<file path="config.mk">
export PLATFORM = sky130hd
export DESIGN_NAME = xbar_core_param
export DESIGN_NICKNAME = d
export VERILOG_FILES = /design/src/rtl/xbar_pkg.sv /design/src/rtl/xbar_core_param_rr_arb.sv /design/src/rtl/xbar_core_param.sv
export SDC_FILE = /design/constraint.sdc
export NUM_CORES = 1
export LEC_CHECK = 0
export CAP_MARGIN = 5
export CORE_ASPECT_RATIO = 0.75
export CORE_MARGIN = 3
export CORE_UTILIZATION = 50
export CTS_BUF_LIST = sky130_fd_sc_hd__clkbuf_16
export CTS_CLUSTER_SIZE = 16
export DETAILED_ROUTE_END_ITERATION = 8
export HOLD_SLACK_MARGIN = 0.08
export PLACE_DENSITY = 0.71
export SKIP_LAST_GASP = 1
export SYNTH_ARGS = -nofsm -noshare
export SYNTH_HDL_FRONTEND = slang
export SYNTH_SLANG_ARGS = --single-unit
</file>
<file path="constraint.sdc">
create_clock -name clk_i -period 5.1 [get_ports clk_i]
set_input_delay 0.51 -clock clk_i [delete_from_list [all_inputs] [get_ports clk_i]]
set_output_delay 0.51 -clock clk_i [all_outputs]
set_load 0.05 [all_outputs]
</file>
<file path="src/rtl/xbar_pkg.sv">
// Shared types and helpers for the request crossbar.
// Default-geometry request struct, bank select helper and opcode constants.
package xbar_pkg;

    localparam int LAW = 28;
    localparam int CHW = 2;
    localparam int BKW = 2;
    localparam int OPW = 2;
    localparam int WBW = 8;

    localparam logic [OPW-1:0] OP_RD  = 2'd0;
    localparam logic [OPW-1:0] OP_WR  = 2'd1;
    localparam logic [OPW-1:0] OP_RDX = 2'd2;
    localparam logic [OPW-1:0] OP_WB  = 2'd3;

    typedef struct packed {
        logic [OPW-1:0] op;
        logic [LAW-1:0] addr;
        logic [WBW-1:0] wbid;
    } xbar_req_t;

    // Line address bits [bkw-1:0] pick the bank (full address bits [4+bkw-1:4]).
    function automatic logic [31:0] bank_sel(
        input logic [31:0] line_addr,
        input int          bkw
    );
        return line_addr & ((32'd1 << bkw) - 32'd1);
    endfunction

endpackage

</file>
<file path="src/rtl/xbar_core_param_rr_arb.sv">
// Round-robin arbiter with grant lock while the winner is not consumed.
// Ports: clk, rst_n, req[N], advance (handshake), grant[N] one-hot.
module xbar_rr_arb #(
    parameter int N = 3
) (
    input  logic         clk,
    input  logic         rst_n,
    input  logic [N-1:0] req,
    input  logic         advance,
    output logic [N-1:0] grant
);

    localparam int IW = $clog2(N);

    logic [IW-1:0] ptr;
    logic [IW-1:0] rr_idx;
    logic [IW-1:0] sel_idx;
    logic [IW-1:0] held_idx;
    logic [N-1:0]  rr_grant;
    logic [N-1:0]  held;
    logic          locked;
    logic          found;

    always_comb begin
        rr_grant = '0;
        rr_idx   = '0;
        found    = 1'b0;
        for (int i = 0; i < N; i++) begin
            if (!found && req[(int'(ptr) + i) % N]) begin
                found = 1'b1;
                rr_grant[(int'(ptr) + i) % N] = 1'b1;
                rr_idx = IW'((int'(ptr) + i) % N);
            end
        end
    end

    // A presented but unconsumed winner stays granted even if a
    // channel nearer the pointer starts requesting.
    assign grant   = locked ? held : rr_grant;
    assign sel_idx = locked ? held_idx : rr_idx;

    always_ff @(posedge clk or negedge rst_n) begin
        if (!rst_n) begin
            ptr      <= '0;
            locked   <= 1'b0;
            held     <= '0;
            held_idx <= '0;
        end else begin
            if (advance) begin
                ptr <= (sel_idx == IW'(N - 1)) ? '0 : sel_idx + 1'b1;
            end
            locked   <= (|req) && !advance;
            held     <= grant;
            held_idx <= sel_idx;
        end
    end

endmodule

</file>
<file path="src/rtl/xbar_core_param.sv">
// NUM_CH x NUM_BANK request crossbar: per-(channel,bank) VOQs, RR arbiter per bank.
// Ports: ch_req_* (channel side), bank_* (htu side), voq_full_o status.
// Optional XBAR_CORE_OUT_REG_EN: 2-entry skid buffer on every bank output.
module xbar_core_param
    import xbar_pkg::*;
#(
    parameter int NUM_CH   = 3,
    parameter int NUM_BANK = 4,
    parameter int DEPTH    = 2,
    parameter int AW       = 32,
    parameter int OP_W     = 2,
    parameter int WBID_W   = 8
) (
    input  logic                                   clk_i,
    input  logic                                   rst_i,
    input  logic [NUM_CH-1:0]                      ch_req_valid_i,
    output logic [NUM_CH-1:0]                      ch_req_ready_o,
    input  logic [NUM_CH*OP_W-1:0]                 ch_req_op_i,
    input  logic [NUM_CH*(AW-4)-1:0]               ch_req_addr_i,
    input  logic [NUM_CH*WBID_W-1:0]               ch_req_wbid_i,
    output logic [NUM_BANK-1:0]                    bank_valid_o,
    input  logic [NUM_BANK-1:0]                    bank_ready_i,
    output logic [NUM_BANK*$clog2(NUM_CH)-1:0]     bank_ch_id_o,
    output logic [NUM_BANK*OP_W-1:0]               bank_op_o,
    output logic [NUM_BANK*(AW-4)-1:0]             bank_addr_o,
    output logic [NUM_BANK*WBID_W-1:0]             bank_wbid_o,
    output logic [NUM_CH*NUM_BANK-1:0]             voq_full_o
);

    localparam int L_LAW = AW - 4;
    localparam int L_CHW = $clog2(NUM_CH);
    localparam int L_BKW = $clog2(NUM_BANK);
    localparam int PW    = $clog2(DEPTH);
    localparam int DW    = OP_W + L_LAW + WBID_W;
    localparam int EW    = L_CHW + DW;

    typedef struct packed {
        logic [OP_W-1:0]   op;
        logic [L_LAW-1:0]  addr;
        logic [WBID_W-1:0] wbid;
    } req_t;

    req_t                ch_req  [NUM_CH];
    logic [L_BKW-1:0]    ch_bank [NUM_CH];
    logic [NUM_BANK-1:0] ch_full [NUM_CH];
    logic [DW-1:0]       head    [NUM_CH][NUM_BANK];
    logic [NUM_CH-1:0]   req_v   [NUM_BANK];
    logic [NUM_CH-1:0]   grant   [NUM_BANK];
    logic [NUM_BANK-1:0] adv;

    for (genvar c = 0; c < NUM_CH; c++) begin : g_ch
        assign ch_req[c].op   = ch_req_op_i[c*OP_W +: OP_W];
        assign ch_req[c].addr = ch_req_addr_i[c*L_LAW +: L_LAW];
        assign ch_req[c].wbid = ch_req_wbid_i[c*WBID_W +: WBID_W];
        assign ch_bank[c] = L_BKW'(bank_sel(32'(ch_req[c].addr), L_BKW));
        // Ready looks only at the addressed VOQ, never at valid.
        assign ch_req_ready_o[c] = !ch_full[c][ch_bank[c]];

        for (genvar b = 0; b < NUM_BANK; b++) begin : g_voq
            logic [DW-1:0] mem [DEPTH];
            logic [PW:0]   wp;
            logic [PW:0]   rp;
            logic          enq;
            logic          deq;
            logic          full;
            logic          empty;

            assign full  = (wp[PW] != rp[PW]) && (wp[PW-1:0] == rp[PW-1:0]);
            assign empty = (wp == rp);
            assign enq   = ch_req_valid_i[c] && ch_req_ready_o[c]
                           && (ch_bank[c] == L_BKW'(b));
            assign deq   = adv[b] && grant[b][c];

            assign ch_full[c][b]               = full;
            assign voq_full_o[c*NUM_BANK + b]  = full;
            assign req_v[b][c]                 = !empty;
            assign head[c][b]                  = mem[rp[PW-1:0]];

            always_ff @(posedge clk_i or negedge rst_i) begin
                if (!rst_i) begin
                    wp <= '0;
                    rp <= '0;
                end else begin
                    if (enq) wp <= wp + 1'b1;
                    if (deq) rp <= rp + 1'b1;
                end
            end

            always_ff @(posedge clk_i) begin
                if (enq) mem[wp[PW-1:0]] <= ch_req[c];
            end
        end
    end

    for (genvar b = 0; b < NUM_BANK; b++) begin : g_bank
        logic [DW-1:0]    sel_d;
        logic [L_CHW-1:0] sel_c;
        logic [EW-1:0]    out_e;
        req_t             out_r;

        xbar_rr_arb #(.N(NUM_CH)) u_arb (
            .clk     (clk_i),
            .rst_n   (rst_i),
            .req     (req_v[b]),
            .advance (adv[b]),
            .grant   (grant[b])
        );

        // AND-OR mux: idle buses read as zero.
        always_comb begin
            sel_d = '0;
            sel_c = '0;
            for (int c = 0; c < NUM_CH; c++) begin
                sel_d = sel_d | (head[c][b] & {DW{grant[b][c]}});
                if (grant[b][c]) sel_c = sel_c | L_CHW'(c);
            end
        end

`ifdef XBAR_CORE_OUT_REG_EN
        logic [1:0]    cnt;
        logic [EW-1:0] e0;
        logic [EW-1:0] e1;
        logic          push;
        logic          pop;

        // Upstream side sees only the registered occupancy.
        assign adv[b]          = (|req_v[b]) && (cnt != 2'd2);
        assign push            = adv[b];
        assign pop             = (cnt != 2'd0) && bank_ready_i[b];
        assign bank_valid_o[b] = (cnt != 2'd0);
        assign out_e           = e0 & {EW{bank_valid_o[b]}};

        always_ff @(posedge clk_i or negedge rst_i) begin
            if (!rst_i) begin
                cnt <= '0;
                e0  <= '0;
                e1  <= '0;
            end else begin
                unique case ({push, pop})
                    2'b10: begin
                        if (cnt == 2'd0) e0 <= {sel_c, sel_d};
                        else             e1 <= {sel_c, sel_d};
                        cnt <= cnt + 2'd1;
                    end
                    2'b01: begin
                        e0  <= e1;
                        e1  <= '0;
                        cnt <= cnt - 2'd1;
                    end
                    2'b11: begin
                        // push implies cnt<2 and pop implies cnt>0
                        e0 <= {sel_c, sel_d};
                    end
                    default: ;
                endcase
            end
        end
`else
        assign bank_valid_o[b] = |req_v[b];
        assign adv[b]          = bank_valid_o[b] && bank_ready_i[b];
        assign out_e           = {sel_c, sel_d};
`endif

        assign out_r = req_t'(out_e[DW-1:0]);
        assign bank_ch_id_o[b*L_CHW +: L_CHW]  = out_e[EW-1:DW];
        assign bank_op_o[b*OP_W +: OP_W]       = out_r.op;
        assign bank_addr_o[b*L_LAW +: L_LAW]   = out_r.addr;
        assign bank_wbid_o[b*WBID_W +: WBID_W] = out_r.wbid;
    end

endmodule

</file>
# Word-level counts from Yosys, hierarchy flattened
# Memory sizes are Yosys's and may differ from the RTL's.
# Cells that the tools add are included.
[totals] in_bits=123 out_inout_bits=179 word_cells=447 mem_count=12 ff_bits=80 ram_bits=912
[mem_list] memory="g_ch[0].g_voq[0].mem" words=2 word_bits=38 rd=1 rd_clocked_by_memory_dff=0 wr=1 line="xbar_core_param.sv:60" source="logic [DW-1:0] mem [DEPTH];"
[mem_list] memory="g_ch[0].g_voq[1].mem" words=2 word_bits=38 rd=1 rd_clocked_by_memory_dff=0 wr=1 line="xbar_core_param.sv:60"
[mem_list] memory="g_ch[0].g_voq[2].mem" words=2 word_bits=38 rd=1 rd_clocked_by_memory_dff=0 wr=1 line="xbar_core_param.sv:60"
[mem_list] memory="g_ch[0].g_voq[3].mem" words=2 word_bits=38 rd=1 rd_clocked_by_memory_dff=0 wr=1 line="xbar_core_param.sv:60"
[mem_list] memory="g_ch[1].g_voq[0].mem" words=2 word_bits=38 rd=1 rd_clocked_by_memory_dff=0 wr=1 line="xbar_core_param.sv:60"
[mem_list] memory="g_ch[1].g_voq[1].mem" words=2 word_bits=38 rd=1 rd_clocked_by_memory_dff=0 wr=1 line="xbar_core_param.sv:60"
[mem_list] memory="+6 memories"
[op_classes] div=12 order_cmp=27 n_addsub=36 mux=142 n_eq_ne=49 reduce_logical=101 bitwise=28
[ops] cell="38-bit bitwise AND" n=12
[ops] cell="32-bit by 1-bit >= comparator with 1-bit output, second input constant" n=12
[ops] cell="32-bit by 4-bit less-than comparator with 1-bit output, second input constant" n=12
[ops] cell="38-bit OR" n=8
[ops] cell="32-bit by 3-bit modulo with 32-bit output, second input constant" n=8
[ops] cell="3-bit by 3-bit modulo with 32-bit output, second input constant" n=4
[ops] cell="1-bit two-way mux" n=75
[ops] cell="1-bit logical AND" n=67
[ops] cell="2-bit by 1-bit adder with 2-bit output, second input constant" n=28
[ops] cell="2-bit two-way mux" n=24
[ops] cell="3-bit two-way mux" n=16
[ops] cell="1-bit binary-select mux with 2-bit select" n=15
[ops] cell="1-bit logical NOT" n=27
[ops] cell="1-bit demux with 2-bit select" n=12
[ops] cell="2-bit equality test" n=12
[ops] cell="3-bit OR" n=8
[ops] cell="2-bit equality test, second input constant" n=10
[ops] cell="2-bit by 1-bit adder with 3-bit output, second input constant" n=4
[ops] cell="2-bit by 2-bit adder with 3-bit output, second input constant" n=4
[ops] cell="1-bit equality test" n=12
[ops] cell="1-bit != test" n=12
[ops] cell="3-bit OR reduction" n=4
[ops] cell="2-bit by 3-bit less-than comparator with 1-bit output, second input constant" n=3
[ops] cell="2-bit by 1-bit equality test with 1-bit output, second input constant" n=3
[ops] cell="2-bit logical NOT" n=3

# Longest topological paths before layout
# Gate-level depths: netlist of run 1.
[logic_depth] depth_word=16 ltp_mapped=11 depth_no_buf=9

# Hierarchy
# A second synthesis of run 1 with hierarchy kept.
[unflattened] cells_unflattened=2339 hier_area_um2=40667.8
[by_module_without_submodules] mod="xbar_core_param" seq_area_each_um2=28587.4 cells_per_inst=2071 instances=1 area_each_um2=38085.3
[by_module_without_submodules] mod="xbar_rr_arb" seq_area_each_um2=200.2 cells_per_inst=67 instances=4 area_each_um2=645.6

# Least setup slack after synthesis of run 1
# Ideal clock, no wire load.
[synth_path] path_type="register -> register" start="register g_ch[1].g_voq[2].rp[0]" end="memory g_ch[1].g_voq[2].mem[0][0] (netlist name), enable pin" arrival_ps=4577 required_time_ps=4568 slack_ps=-9 path_stages_with_launch=5 setup_ps=532 cell_sequence="dfrtp_1 buf_2 xor2_2 and2b_1 nor4_1"
[synth_via] elab_chain_cells=9
[synth_rtl] item="start: declaration" line="xbar_core_param.sv:62" source="logic [PW:0] rp;"
[synth_rtl] item="start signal: assignment" line="xbar_core_param.sv:85" source="if (deq) rp <= rp + 1'b1;"
[synth_rtl] item="1-bit equality test" line="xbar_core_param.sv:68" source="assign full = (wp[PW] != rp[PW]) && (wp[PW-1:0] == rp[PW-1:0]);"
[synth_rtl] item="1-bit logical AND" line="xbar_core_param.sv:68"
[synth_rtl] item="named net g_ch[1].g_voq[2].full" line="xbar_core_param.sv:65" source="logic full;"
[synth_rtl] item="1-bit binary-select mux with 2-bit select" line="xbar_core_param.sv:57" source="assign ch_req_ready_o[c] = !ch_full[c][ch_bank[c]];"
[synth_rtl] item="1-bit two-way mux (not written as such)" line="xbar_core_param.sv:57"
[synth_rtl] item="1-bit logical NOT" line="xbar_core_param.sv:57"
[synth_rtl] item="1-bit logical AND" line="xbar_core_param.sv:70" source="assign enq = ch_req_valid_i[c] && ch_req_ready_o[c]"
[synth_rtl] item="1-bit logical AND" line="xbar_core_param.sv:71" source="&& (ch_bank[c] == L_BKW'(b));"
[synth_rtl] item="1-bit two-way mux" line="xbar_core_param.sv:90" source="if (enq) mem[wp[PW-1:0]] <= ch_req[c];"
[synth_rtl] item="1-bit two-way mux (not written as such)" line="xbar_core_param.sv:90"
[synth_rtl] item="end: declaration" line="xbar_core_param.sv:60"
# The timed path passes the listed nets, and every way through them passes these cells. The select of a mux whose other input is x is not followed.

# Worst setup path in the final report of run 1
[layout_path] start="register g_bank[2].u_arb.ptr[0]" end="output port bank_addr_o[56]"
[layout_via] elab_chain_cells=15 elab_cells_between_ends=46 cone_classes="add/sub (2); div (3); order compare (6); mux (21); bitwise (7); reduce/logical (7)"
[layout_rtl] item="start: declaration" line="xbar_core_param_rr_arb.sv:15" source="logic [IW-1:0] ptr;"
[layout_rtl] item="start signal: assignment" line="xbar_core_param_rr_arb.sv:50" source="ptr <= (sel_idx == IW'(N - 1)) ? '0 : sel_idx + 1'b1;"
[layout_rtl] item="branches (longest 10 deep; another with 32-bit by 3-bit modulo with 32-bit output)"
[layout_rtl] item="3-bit two-way mux (*)" line="xbar_core_param_rr_arb.sv:29" source="if (!found && req[(int'(ptr) + i) % N]) begin"
[layout_rtl] item="3-bit two-way mux (*)" line="xbar_core_param_rr_arb.sv:39" source="assign grant = locked ? held : rr_grant;"
[layout_rtl] item="38-bit bitwise AND" line="xbar_core_param.sv:114" source="sel_d = sel_d | (head[c][b] & {DW{grant[b][c]}});"
[layout_rtl] item="38-bit OR" line="xbar_core_param.sv:114"
[layout_rtl] item="38-bit OR (*)" line="xbar_core_param.sv:114"
[layout_rtl] item="end: declaration" line="xbar_core_param.sv:25" source="output logic [NUM_BANK*(AW-4)-1:0] bank_addr_o,"
# Mark *: on every way between the ends. The select of a mux whose other input is x is not followed.

==> results of run 1 <==
[stage by stage]
step | util [%] | instances
floorplan | - | 2359
global placement | 56.3 | 3625
detailed placement | 56.3 | 3625
CTS | 60.3 | 3803
global route | 60.4 | 3803
finish | 60.4 | 3804
[cells by family (layout without fill, tap and decap cells)]
logic type / count (synthesis) / after routing / share of synthesized area (%)
DFF: 992 / 992 / 73.6
muxes: 461 / 461 / 12.3
and+or+nand+nor: 302 / 302 / 3.49
AOI/OAI and AO/OA: 279 / 279 / 5.75
buffers and inverters: 227 / 625 / 2.50
xor gates and xnor gates: 82 / 82 / 1.93
adders and majority gates: 16 / 16 / 0.501
other: 0 / 1 / 0
[worst paths after layout]
kind,startpoint,endpoint
worst max-delay path,g_bank[2].u_arb.ptr[0],bank_addr_o[56]
worst min-delay path,rst_i,g_bank[3].u_arb.held_idx[1]
worst max register to register,g_ch[0].g_voq[0].wp[1],g_ch[0].g_voq[0].mem[1][2]
worst min register to register,g_ch[1].g_voq[2].wp[1],g_ch[1].g_voq[2].wp[1]
max in group asynchronous,rst_i,g_ch[1].g_voq[2].rp[0]
min in group clk_i,bank_ready_i[1],g_bank[1].u_arb.locked
[final cells by class]
| cell class | count | share of cell area, % |
|---|---|---|
| repair buffers | 366 | 7.67 |
| clock inverters | 77 | 1.45 |
| well taps | 1046 | 2.75 |
| multi-input cells | 1140 | 20.6 |
| clock buffers | 100 | 5.25 |
| diodes | 1 | 0.00525 |
| inverters | 82 | 0.646 |
| flip-flops and latches | 992 | 61.7 |
[synth_stat cells, types with 3 or more instances]
library cell,n,share of area [%]
sky130_fd_sc_hd__nand3_1,22,0.28
sky130_fd_sc_hd__buf_6,4,0.11
sky130_fd_sc_hd__o22ai_1,5,0.078
sky130_fd_sc_hd__edfxtp_1,912,69
sky130_fd_sc_hd__nor4_1,8,0.13
sky130_fd_sc_hd__o21ai_0,20,0.25
sky130_fd_sc_hd__xor2_1,36,0.79
sky130_fd_sc_hd__a21o_1,4,0.075
sky130_fd_sc_hd__dfrtp_1,80,5.0
sky130_fd_sc_hd__o211ai_1,3,0.056
sky130_fd_sc_hd__nand2_1,159,1.5
sky130_fd_sc_hd__mux2i_1,229,5.7
sky130_fd_sc_hd__a2bb2oi_1,3,0.066
sky130_fd_sc_hd__mux2_2,232,6.5
sky130_fd_sc_hd__a211oi_1,8,0.15
sky130_fd_sc_hd__nor3b_1,4,0.075
sky130_fd_sc_hd__buf_1,5,0.047
sky130_fd_sc_hd__buf_4,23,0.43
sky130_fd_sc_hd__a222oi_1,38,0.95
sky130_fd_sc_hd__ha_1,16,0.50
sky130_fd_sc_hd__nand4_1,7,0.11
sky130_fd_sc_hd__nor2_1,27,0.25
sky130_fd_sc_hd__nor3_1,19,0.24
sky130_fd_sc_hd__o31ai_1,8,0.15
sky130_fd_sc_hd__a21boi_0,3,0.056
sky130_fd_sc_hd__buf_2,23,0.29
sky130_fd_sc_hd__clkbuf_1,89,0.84
sky130_fd_sc_hd__a211o_1,3,0.066
sky130_fd_sc_hd__a31oi_1,10,0.16
sky130_fd_sc_hd__and2_1,19,0.30
sky130_fd_sc_hd__a22oi_1,3,0.056
sky130_fd_sc_hd__xnor2_1,39,0.85
sky130_fd_sc_hd__o221ai_1,116,2.5
sky130_fd_sc_hd__xnor2_2,5,0.20
sky130_fd_sc_hd__a2111oi_0,4,0.088
sky130_fd_sc_hd__a21oi_1,22,0.28
sky130_fd_sc_hd__nor4b_1,3,0.066
sky130_fd_sc_hd__inv_1,82,0.77
sky130_fd_sc_hd__nor2b_1,13,0.20
sky130_fd_sc_hd__nand2b_1,9,0.14
sky130_fd_sc_hd__o2111ai_1,3,0.066
[critical path, delay by kind of cell (launching register included)]
kind | cells | cell delay, ns
AO/OA/AOI/OAI | 3 | 1.30
adder cells (fa/ha/maj) | 1 | 0.41
AND/OR/NAND/NOR | 2 | 0.71
flip-flops | 1 | 0.40
buffers and inverters | 3 | 1.11
[metal layers]
layer	vias to the layer above	global-route usage [%]	wire (um)
met5	-	0	21
met4	4	8.33	3400
met3	251	6.47	12800
met2	1542	41.2	50800
met1	11935	37.2	44800
li1	9839	-	-
[sequential cells by signal, summed over array words and instances, names as in the netlist]
signal                 count
g_bank.u_arb.held         12
g_bank.u_arb.held_idx      8
g_bank.u_arb.locked        4
g_bank.u_arb.ptr           8
g_ch.g_voq.mem           912
g_ch.g_voq.rp             24
g_ch.g_voq.wp             24
[what timing repair did]
item,4_1_cts,5_1_grt
endpoints found under the hold margin,7,0
setup endpoints to repair,1,22
hold buffers,1,0
pin swaps,0,0
resized for setup,1,10
==> run_results.csv, run 1 <==
group,metric,value,unit
outcome,run_status,"finished, violations left",
outcome,failed_checks,"negative setup slack",
global_routing,grt_antenna_before_repair,3,
cells_and_area,finalInstanceArea,47700,um^2
setup_path,critical_path.endpoint_type,"primary output",
place,placement.cell_area,44400,um^2
sta,unrepaired_setup_endpoints_after_global_routing,"yes",
cells_and_area,share_of_final_layout_standard_cells_stronger_than_drive_strength_1,18.0,%
sta,timing.final.hold_violations,0,
cells_and_area,fillers,5561,
yosys,synth_area_per_cell,16.9,um^2
place,port_buffers,301,
die,die-width,332,um
cells_and_area,syn2layout_area_growth,19.3,%
sta,fin_crit_sh,100,%
setup_path,crit_type,"flop to primary output",
cells_and_area,highest_count_cells_in_the_layout_ignoring_fill_and_taps,"sky130_fd_sc_hd__edfxtp_1, sky130_fd_sc_hd__clkdlybuf4s50_1, sky130_fd_sc_hd__mux2_2",
yosys,yosysSeqAreaShare,73.6,%
drt,wl_cell,29.4,um
yosys,synthesis.area,40000,um^2
setup_path,critical_path.cell_chain,"inv_1, ha_1, nand2b_1, or4_1, a311oi_2, a211o_4, a222oi_1, inv_1, clkdlybuf4s50_1",
drt,num_vias,23571,
drt,detail_routed_via_count_per_cell,6.20,
yosys,synthesis.nets,2498,
cells_and_area,multi_input_comb_area,9800,um^2
clock_tree,post_cts.repair.setup_buffers,0,
clock_tree,tritoncts,"built",
yosys,postSynthCellCount,2359,
setup_path,startpoint_type,"flop",
die,dieArea,83400,um^2
setup_path,critical_path.most_common_cell,"sky130_fd_sc_hd__inv_1",
cells_and_area,regArea,29400,um^2
setup_path,worst-path-max-fanout,41,
drt,drt-initial-drc-count,3316,
sta,fmaxAchievable,196,MHz
min_path,hold_path.class,"input pin to asynchronous set/reset pin",
place,pre_cts_ws,0.701,ns
clock_tree,insertion_delay,0.66,ns
yosys,postSynth.topFlopCell,"sky130_fd_sc_hd__edfxtp_1",
setup_path,regToRegSetupSlack,1.45,ns
place,routabilityCongestion,0.909,
die,floorplan.core_area,79000,um^2
cells_and_area,numnets_final,2816,
clock_tree,clockBufferDepth,3,
die,floorplan.rows,89,
die,ioPinCount,302,
clock_tree,numClockSinks,992,
setup_path,crit_path_max_incr_delay,0.83,ns
sta,worst_slew_pin_slew,1.12,ns
place,dp_hpwl,68700,um
yosys,synthesis_warnings,0,
drt,postRouteWirelength,112000,um
sta,period_minus_slack,5.10,ns
sta,fin_ws,-0.00339,ns
sta,finClkSkew,0.0193,ns
clock_tree,clock_tree.root_cell,"sky130_fd_sc_hd__clkbuf_16",
global_routing,grt_first_pass_wirelength,160000,um
global_routing,grtUsageTotal,26.5,%
sta,timing.setup.tns,-0.00339,ns
die,die-height,251,um
job,max-cap-violations,0,
clock_tree,cts_made_buffers,95,
global_routing,grt_overflow_total,0,
drt,drt_drc_violations_left,0,
setup_path,cp_slowest_cell,"sky130_fd_sc_hd__clkdlybuf4s50_1",
drt,final_antenna_net_count,0,
die,start_util,50.6,%
sta,final-setup-viol-count,1,
setup_path,r2r_worst_path_depth,5,
yosys,netlist-cell-type-count,74,
drt,drt_first_pass_iters,7,
yosys,synth-seq-cells,992,
setup_path,worst_ep_required_time,4.59,ns
global_routing,number_of_global_route_vias_before_repair,23257,
yosys,number_of_enable_flip_flop_cells_after_synthesis,912,
global_routing,grt_max_degree,74,
setup_path,worst-endpoint-arrival,4.59,ns
yosys,synthArstFlopShare,8.06,%
sta,final.hold.worst_slack,0.230,ns
cells_and_area,mostFrequentLayoutCell,"sky130_fd_sc_hd__edfxtp_1",
sta,final_max_slew_viol_count,0,
clock_tree,h_tree_lvls,3,
sta,slew_margin_rel,24.3,%
clock_tree,clkTransAtPathRegs,0.06,ns
Power of run 1 is not shown: default switching activity piles up to over one toggle a cycle in this logic, so the estimate is an artifact.
==> run 2: changes to the inputs <==
Settings changed: CORE_ASPECT_RATIO 0.75 to default, CTS_CLUSTER_SIZE 16 to 12.
==> run 2 against run 1 <==
The run now ends clean. Wire length is 7.8% higher. Maximum frequency is 1.6% higher. Register-to-register slack better by 0.17 ns. Critical endpoint is now bank_addr_o[100]. Highest routed layer unchanged. Sequential share of layout area is 0.17 points lower. Non-clock buffer count is 21 higher.
==> run_results.csv, run 2 (same netlist as run 1, synthesis figures left out) <==
group,metric,value,unit
place,port_buffers,301,
sta,fin_ws,0.0758,ns
global_routing,grt_antenna_before_repair,6,
sta,period_minus_slack,5.02,ns
setup_path,worst_ep_required_time,4.59,ns
drt,postRouteWirelength,121000,um
drt,wl_cell,31.5,um
global_routing,grt_overflow_total,0,
place,dp_hpwl,73100,um
sta,slew_margin_rel,22.7,%
die,dieArea,83300,um^2
sta,timing.final.hold_violations,0,
cells_and_area,largest_register_ffs,912,
setup_path,critical_path.endpoint_type,"primary output",
setup_path,crit_start,"g_bank[3].u_arb.ptr[1]",
cells_and_area,multi_input_comb_area,9830,um^2
setup_path,startpoint_type,"flop",
die,die-height,289,um
cells_and_area,fillers,5795,
cells_and_area,finalCoreUtilization,60.4,%
setup_path,rr_startpoint,"g_ch[2].g_voq[0].wp[1]",
place,routabilityCongestion,0.913,
cells_and_area,mostFrequentLayoutCell,"sky130_fd_sc_hd__edfxtp_1",
drt,drt_first_pass_iters,6,
cells_and_area,regArea,29400,um^2
clock_tree,clock_tree.root_cell,"sky130_fd_sc_hd__clkbuf_16",
sta,finClkSkew,0.0289,ns
drt,num_vias,23716,
clock_tree,h_tree_lvls,3,
clock_tree,clkTransAtPathRegs,0.06,ns
clock_tree,insertion_delay,0.67,ns
outcome,run_status,"complete, no violations",
setup_path,regToRegSetupSlack,1.62,ns
drt,final_antenna_net_count,0,
sta,worst_slew_pin_slew,1.14,ns
min_path,hold_path.class,"input pin to asynchronous set/reset pin",
cells_and_area,share_of_final_layout_standard_cells_stronger_than_drive_strength_1,17.9,%
die,start_util,50.5,%
sta,unrepaired_setup_endpoints_after_global_routing,"yes",
setup_path,critical_path.reg2reg.endpoint,"g_ch[2].g_voq[0].mem[1][31]",
place,placement.cell_area,44500,um^2
die,floorplan.rows,103,
sta,final_max_slew_viol_count,0,
global_routing,grt_first_pass_wirelength,169000,um
drt,drt_drc_violations_left,0,
clock_tree,cts_made_buffers,101,
cells_and_area,highest_count_cells_in_the_layout_ignoring_fill_and_taps,"sky130_fd_sc_hd__edfxtp_1, sky130_fd_sc_hd__clkdlybuf4s50_1, sky130_fd_sc_hd__mux2_2",
cells_and_area,numnets_final,2844,
setup_path,worst-path-max-fanout,23,
place,pre_cts_ws,0.628,ns
job,max-cap-violations,0,
clock_tree,numClockSinks,992,
sta,fin_crit_sh,98.5,%
drt,drt-initial-drc-count,2530,
clock_tree,tritoncts,"built",
drt,detail_routed_via_count_per_cell,6.19,
cells_and_area,finalInstanceArea,47800,um^2
die,floorplan.core_area,79100,um^2
die,ioPinCount,302,
die,die-width,289,um
sta,final.hold.worst_slack,0.250,ns
sta,fmaxAchievable,199,MHz
sta,final-setup-viol-count,0,
global_routing,number_of_global_route_vias_before_repair,23915,
setup_path,r2r_worst_path_depth,5,
cells_and_area,syn2layout_area_growth,19.7,%
global_routing,grt_max_degree,71,
clock_tree,clockBufferDepth,3,
setup_path,crit_type,"flop to primary output",
setup_path,worst-endpoint-arrival,4.51,ns
global_routing,grtUsageTotal,28.7,%
[run 2: changes by cell type in the layout (fill, tap and decap cells not counted), moves of 3 or more]
| cell | change |
|---|---|
| sky130_fd_sc_hd__inv_1 | +23 |
| sky130_fd_sc_hd__clkdlybuf4s50_1 | -15 |
| sky130_fd_sc_hd__buf_4 | +15 |
| sky130_fd_sc_hd__dlymetal6s2s_1 | +11 |
| sky130_fd_sc_hd__dlygate4sd2_1 | +3 |
| sky130_fd_sc_hd__inv_16 | +3 |
| sky130_fd_sc_hd__buf_12 | +6 |
| sky130_fd_sc_hd__clkinv_2 | -12 |
| sky130_fd_sc_hd__bufinv_16 | -9 |
[run 2: routing by layer]
| layer | track usage [%] | wire length [um] |
|---|---|---|
| met2 | 47.7 | 58900 |
| met1 | 38.9 | 47300 |
| met5 | 0 | 38 |
| met4 | 9.80 | 3690 |
| met3 | 4.41 | 10700 |
[run 2: metrics by stage]
step,setup TNS [ns],std cells
floorplan,0,2359
global placement,0,3635
detailed placement,0,3635
CTS,0,3822
global route,-0.185,3834
finish,0,3834
[run 2: cell type report]
type	count	area share (%)
antenna	2	0.0105
clock buffer	102	5.34
clock inverter	78	1.01
inverter	82	0.644
multi-input combinational	1141	20.6
sequential	992	61.5
tap	1050	2.75
timing repair buffer	387	8.19
[run 2: timing repair]
action / 4_1_cts / 5_1_grt
pin swaps: 2 / 5
endpoints found under the setup margin: 13 / 89
cloned: 0 / 1
endpoints found under the hold margin: 10 / 0
gates resized for setup: 6 / 23
setup buffers: 6 / 9
hold buffers: 1 / 0
[run 2: how the worst max path moves through the flow]
stage / endpoint / slack [ns] / depth (start not counted)
after floorplan: g_ch[0].g_voq[1].mem[0][0] / 0.001 / 3
after global placement: bank_addr_o[27] / 0.50 / 10
after detailed placement: bank_wbid_o[4] / 0.63 / 9
after CTS: bank_addr_o[57] / 0.01 / 11
after global routing: bank_wbid_o[3] / -0.14 / 10
final: bank_addr_o[100] / 0.08 / 9
[run 2: critical path, stage by stage, from the launching register on]
cell and delay, ns:
sky130_fd_sc_hd__dfrtp_1 0.41, sky130_fd_sc_hd__inv_1 0.12, sky130_fd_sc_hd__ha_1 0.42, sky130_fd_sc_hd__inv_1 0.16, sky130_fd_sc_hd__o2111a_1 0.26, sky130_fd_sc_hd__a221oi_1 0.36, sky130_fd_sc_hd__a21o_2 0.72, sky130_fd_sc_hd__buf_4 0.36
sky130_fd_sc_hd__o221ai_1 0.26, sky130_fd_sc_hd__clkdlybuf4s50_1 0.77
Power of run 2 is left out for the same reason.
